### src/rtl/mult_seq_ctrl.sv
// Multi-cycle radix-2 shift-add signed multiplier sequencer for the EX stage; owns HI/LO.
// Optional macro MULT_EARLY_TERM_EN: finish CALC as soon as the remaining multiplier bits are zero.
module mult_seq_ctrl #(
    parameter int WIDTH = 32,
    parameter int CNT_W = 6
) (
    input  logic             clk,
    input  logic             rst_n,
    input  logic             start,
    input  logic             flush,
    input  logic [WIDTH-1:0] op_a,
    input  logic [WIDTH-1:0] op_b,
    input  logic             hi_we,
    input  logic             lo_we,
    input  logic [WIDTH-1:0] wdata,
    output logic             stall,
    output logic             busy,
    output logic             done,
    output logic [WIDTH-1:0] hi,
    output logic [WIDTH-1:0] lo
);

    typedef enum logic [1:0] {
        IDLE = 2'd0,
        CALC = 2'd1,
        DONE = 2'd2
    } state_t;

    state_t               state_reg;
    logic [2*WIDTH-1:0]   mcand_reg;
    logic [2*WIDTH-1:0]   acc_reg;
    logic [WIDTH-1:0]     mplier_reg;
    logic                 neg_reg;
    logic [CNT_W-1:0]     cnt_reg;
    logic [WIDTH-1:0]     hi_reg;
    logic [WIDTH-1:0]     lo_reg;
    logic                 done_reg;

    logic                 accept;
    logic [WIDTH-1:0]     abs_a;
    logic [WIDTH-1:0]     abs_b;
    logic [2*WIDTH-1:0]   acc_next;
    logic [2*WIDTH-1:0]   result;
    logic                 last_iter;

    // Magnitudes: the most negative value maps onto itself, which is correct as unsigned.
    assign abs_a    = op_a[WIDTH-1] ? -op_a : op_a;
    assign abs_b    = op_b[WIDTH-1] ? -op_b : op_b;

    assign accept   = (state_reg == IDLE) && start && !flush;
    assign acc_next = mplier_reg[0] ? (acc_reg + mcand_reg) : acc_reg;
    assign result   = neg_reg ? -acc_reg : acc_reg;

`ifdef MULT_EARLY_TERM_EN
    // Exit once the multiplier becomes zero after this cycle's shift.
    assign last_iter = (cnt_reg == CNT_W'(WIDTH - 1)) || (mplier_reg[WIDTH-1:1] == '0);
`else
    assign last_iter = (cnt_reg == CNT_W'(WIDTH - 1));
`endif

    assign stall = accept || (state_reg == CALC);
    assign busy  = (state_reg != IDLE);
    assign done  = done_reg;
    assign hi    = hi_reg;
    assign lo    = lo_reg;

    always_ff @(posedge clk or negedge rst_n) begin
        if (!rst_n) begin
            state_reg  <= IDLE;
            mcand_reg  <= '0;
            acc_reg    <= '0;
            mplier_reg <= '0;
            neg_reg    <= 1'b0;
            cnt_reg    <= '0;
            hi_reg     <= '0;
            lo_reg     <= '0;
            done_reg   <= 1'b0;
        end else begin
            done_reg <= 1'b0;
            case (state_reg)
                IDLE: begin
                    if (hi_we) begin
                        hi_reg <= wdata;
                    end
                    if (lo_we) begin
                        lo_reg <= wdata;
                    end
                    if (accept) begin
                        mcand_reg  <= {{WIDTH{1'b0}}, abs_a};
                        mplier_reg <= abs_b;
                        neg_reg    <= op_a[WIDTH-1] ^ op_b[WIDTH-1];
                        acc_reg    <= '0;
                        cnt_reg    <= '0;
                        state_reg  <= CALC;
                    end
                end
                CALC: begin
                    if (flush) begin
                        state_reg <= IDLE;
                    end else begin
                        acc_reg    <= acc_next;
                        mcand_reg  <= mcand_reg << 1;
                        mplier_reg <= mplier_reg >> 1;
                        cnt_reg    <= cnt_reg + CNT_W'(1);
                        if (last_iter) begin
                            state_reg <= DONE;
                        end
                    end
                end
                DONE: begin
                    // A squashed mult leaves HI/LO untouched.
                    state_reg <= IDLE;
                    if (!flush) begin
                        hi_reg   <= result[2*WIDTH-1:WIDTH];
                        lo_reg   <= result[WIDTH-1:0];
                        done_reg <= 1'b1;
                    end
                end
                default: begin
                    state_reg <= IDLE;
                end
            endcase
        end
    end

endmodule

### config.mk
export PLATFORM = sky130hd
export DESIGN_NAME = mult_seq_ctrl
export DESIGN_NICKNAME = d
export VERILOG_FILES = /design/src/rtl/mult_seq_ctrl.sv
export SDC_FILE = /design/constraint.sdc
export NUM_CORES = 1
export LEC_CHECK = 0
export CORE_MARGIN = 2
export CORE_UTILIZATION = 54
export CTS_BUF_LIST = sky130_fd_sc_hd__clkbuf_8
export CTS_CLUSTER_SIZE = 24
export DETAILED_ROUTE_END_ITERATION = 6
export GPL_TIMING_DRIVEN = 0
export MAX_ROUTING_LAYER = met4
export PLACE_DENSITY = 0.77
export SLEW_MARGIN = 20
export SYNTH_ARGS = -nofsm -noshare
export SYNTH_HDL_FRONTEND = slang
export SYNTH_SLANG_ARGS = --single-unit
### constraint.sdc
create_clock -name clk -period 3.2 [get_ports clk]
set_input_delay 0.64 -clock clk [delete_from_list [all_inputs] [get_ports clk]]
set_output_delay 0.64 -clock clk [all_outputs]
set_load 0.005 [all_outputs]
==> impl_metrics.toml <==
[detailed_routing]
vias = 16100
detailedRoute.firstIterationViolations = 1724
drt_wl_total_um = 55400
drt.antenna.violating_nets = 0
first_pass_iters = 6
wl_per_cell_um = 21.2
drt-vias-per-instance = 6.17
drcViolationCount = 0

[clocking]
clkLatencyLatePin_ns = 0.56
tritoncts = "done"
cts-htree-levels = 2
cts_max_path_bufs = 3
ctsRootBufferMaster = "sky130_fd_sc_hd__clkbuf_8"
cts_made_buffers = 41
cts.reportedPaths.clkPinSlew_ns = 0.06
cts_num_sinks = 234
hold_buffers = 0

[sta]
fmax_mhz = 293
final_period_minus_worst_setup_slack_ns = 3.41
worst_tran_pin_value_ns = 0.814
worst_slew_margin_rel = 0.457
postLayoutSetupSlackWorst_ns = -0.214
grt_setup_unrepaired = "true"
finalHoldViolations = 0
post-route-period-util = 1.07
timing_max_transition_violations_final = 0
clock_skew_ns = 0.0326
setup-violations-final = 2
fin_setup_tns_ns = -0.233

[floorplanning]
initial_utilization = 0.545
num_io_pins = 169
std_cell_rows = 63
core_area_sq_mm = 0.0295
die_outline_area_sq_mm = 0.0312
chip_width_um = 177
fp.dieH_um = 177

[yosys]
syn-mean-instance-area_sq_um = 8.24
synth-seq-area-share = 0.364
syn-num-nets = 2122
synth_edf_count = 0
synth_area_leader_cell = "sky130_fd_sc_hd__dfrtp_1"
synth_cell_type_count = 64
fraction_of_registers_with_async_set_reset = 1.00
synth_top_cells_by_area = "sky130_fd_sc_hd__dfrtp_1 36%, sky130_fd_sc_hd__nand2_1 6.5%, sky130_fd_sc_hd__o21ai_0 6.5%, sky130_fd_sc_hd__xor2_1 5.8%, sky130_fd_sc_hd__a21oi_1 5.3%"
synthCells = 1952
synth.ff_latch_count = 234
synth.yosys.warnings = 0
synth_ff_type = "sky130_fd_sc_hd__dfrtp_1"
synth_largest_type_area_fraction = 0.364
syn-cell-area_sq_mm = 0.0161

[global_route]
grt_pass1_wl_um = 85900
grt_pass1_vias = 15200
antenna_found_initial = 1
grt_max_degree = 100
grt-ovfl-total = 0
grt_use_total = 0.363

[cells_and_area]
antennaDiodeCount = 0
area.sequential_sq_mm = 0.00587
instances_no_fill = 2608
nNetsFinal = 2359
finalInstanceArea_sq_mm = 0.0199
final_layout_size_suffix_gt1_frac = 0.0969
multi_input_comb_area_sq_mm = 0.0101
num-fill-cells = 2476
area_growth_syn_to_layout_pct = 23.8

[pwr]
total_leakage_power_uw = 0.00859
clock_power_share = 0.226
int_power_uw = 7720
power.sequential.fraction = 0.325
power.density_mw_per_mm2 = 660
netSwitchingFraction = 0.413
p_sw_uw = 5420
peakVddDrop_v = 0.000344
total_power_uw = 13100
p_comb_frac = 0.449

[setup_path]
cp_data_required_time_ns = 3.64
timing.critical_path.slowest_cell_delay_ns = 0.43
worstPathMaxFanout = 3
slowest_stage = "sky130_fd_sc_hd__dfrtp_2"
critPathArrivalTime_ns = 3.85
crit_family = "compound AO/OA/AOI/OAI gates"
worst_setup_path_start_kind = "flip-flop"
worstPathBufferInverterCount = 1
crit_path_end_kind = "flip-flop"
cp_cell_sequence = "ha_4 -> inv_2 -> fa_2 -> nor2b_2 -> o211ai_1 -> a21oi_2 -> a311oi_4 -> a211o_4 -> a2111oi_4 -> nor3_2 -> o31ai_2 -> mux2_4"
start_to_end_type_of_the_worst_setup_path = "flip-flop to flip-flop"

[placed_design]
placed_cells = 2509
dp.final_hpwl_um = 43000
globalplace.congestion = 1.01
io_buf_count = 165
cell_area_after_placement_sq_mm = 0.0183
place_worst_setup_slack_ns = -1.01

[min_path]
worst_hold_path_type = "input pin to async pin"

[run]
drv_cap = 0

[status]
run_status = "finished, violations left"
violations_in_the_final_reports = "negative setup slack"
[power by group through the flow]
stage	logic [uW]	registers [uW]	clock network [uW]
after floorplan	3540	4000	0
after global placement	5000	4250	0
after detailed placement	5120	4260	0
after CTS	5470	4200	3000
after global routing	6420	4340	3130
final	5900	4270	2970
[metrics by stage]
stage                util  hold slack [ns]
floorplan               -            0.344
global placement    0.618            0.459
detailed placement  0.620            0.466
CTS                 0.664           0.0100
global route        0.675           0.0273
finish              0.675          0.00758
[cell type report]
type / count / area share
buffer: 106 / 0.0209
clock buffer: 51 / 0.0353
clock inverter: 21 / 0.00867
inverter: 32 / 0.00603
multi-input combinational: 1567 / 0.508
sequential: 234 / 0.295
tap: 390 / 0.0245
timing repair buffer: 207 / 0.101
[worst paths after layout]
check                              from             to  slack [ns]  cells after the start
hold / removal                    rst_n         lo[21]       0.008                      1
setup reg to reg           mcand_reg[0]    acc_reg[62]       -0.21                     12
setup / recovery           mcand_reg[0]    acc_reg[62]       -0.21                     12
hold reg to reg                  lo[21]         lo[21]        0.48                      1
max in group asynchronous         rst_n  mcand_reg[52]        1.95                      3
min in group clk                 lo[21]         lo[21]        0.48                      1
[cell families (layout without fill, tap and decap cells)]
kind of cell,after synthesis,in the layout,share of synthesized area
multiplexers,6,6,0.00381
AO/OA/AOI/OAI,663,663,0.258
flip-flops,234,234,0.364
AND/OR/NAND/NOR,652,652,0.188
buffers and inverters,151,417,0.0357
adder cells (fa/ha/maj),68,68,0.0534
XOR/XNOR,178,178,0.0970
[layout by cell type, fill, tap and decap left out, drive strengths merged, types with 21 or more instances in the layout]
| master | n |
|---|---|
| nor3 | 21 |
| or3 | 32 |
| xnor2 | 72 |
| xor2 | 106 |
| dfrtp | 234 |
| o31ai | 56 |
| clkdlybuf4s50 | 164 |
| nor2 | 173 |
| a22o | 39 |
| a211oi | 22 |
| o21ai | 212 |
| buf | 52 |
| nand4 | 28 |
| a21o | 47 |
| a21oi | 170 |
| nand2 | 279 |
| clkbuf | 148 |
| o21bai | 23 |
| ha | 67 |
| inv | 44 |
[what timing repair did]
action	CTS	global route
setup endpoints to repair	29	115
resized for setup	58	51
pin swaps	22	26
setup buffers	23	18
[synthesized netlist by cell type, types with 7 or more instances]
cell type / count
sky130_fd_sc_hd__inv_1: 32
sky130_fd_sc_hd__nor3_1: 21
sky130_fd_sc_hd__o41ai_1: 19
sky130_fd_sc_hd__a211oi_1: 22
sky130_fd_sc_hd__o211ai_1: 12
sky130_fd_sc_hd__dfrtp_1: 234
sky130_fd_sc_hd__nand3b_1: 7
sky130_fd_sc_hd__nor4_1: 17
sky130_fd_sc_hd__o21bai_1: 23
sky130_fd_sc_hd__and3_1: 9
sky130_fd_sc_hd__a21oi_1: 170
sky130_fd_sc_hd__nor2b_1: 7
sky130_fd_sc_hd__nor2_1: 173
sky130_fd_sc_hd__nand4_1: 27
sky130_fd_sc_hd__nand3_1: 20
sky130_fd_sc_hd__xor2_1: 106
sky130_fd_sc_hd__xnor2_1: 72
sky130_fd_sc_hd__clkbuf_1: 109
sky130_fd_sc_hd__o21ai_0: 208
sky130_fd_sc_hd__a21o_1: 47
sky130_fd_sc_hd__or2_2: 11
sky130_fd_sc_hd__ha_1: 67
sky130_fd_sc_hd__a221oi_1: 9
sky130_fd_sc_hd__or3_1: 29
sky130_fd_sc_hd__o31ai_1: 56
sky130_fd_sc_hd__nand2b_1: 14
sky130_fd_sc_hd__nand2_1: 278
sky130_fd_sc_hd__a22o_1: 39
sky130_fd_sc_hd__or4_1: 17
sky130_fd_sc_hd__a31oi_1: 18
[layer usage]
layer / global-route usage / share of wire / vias up
met2: 0.546 / 0.44 / 771
met3: 0.0508 / 0.079 / 140
met4: 0.170 / 0.051 / 0
li1: - / - / 7526
met1: 0.487 / 0.43 / 7654
met5: - / 0 / -
No activity file was read; power rests on OpenSTA's default activity.
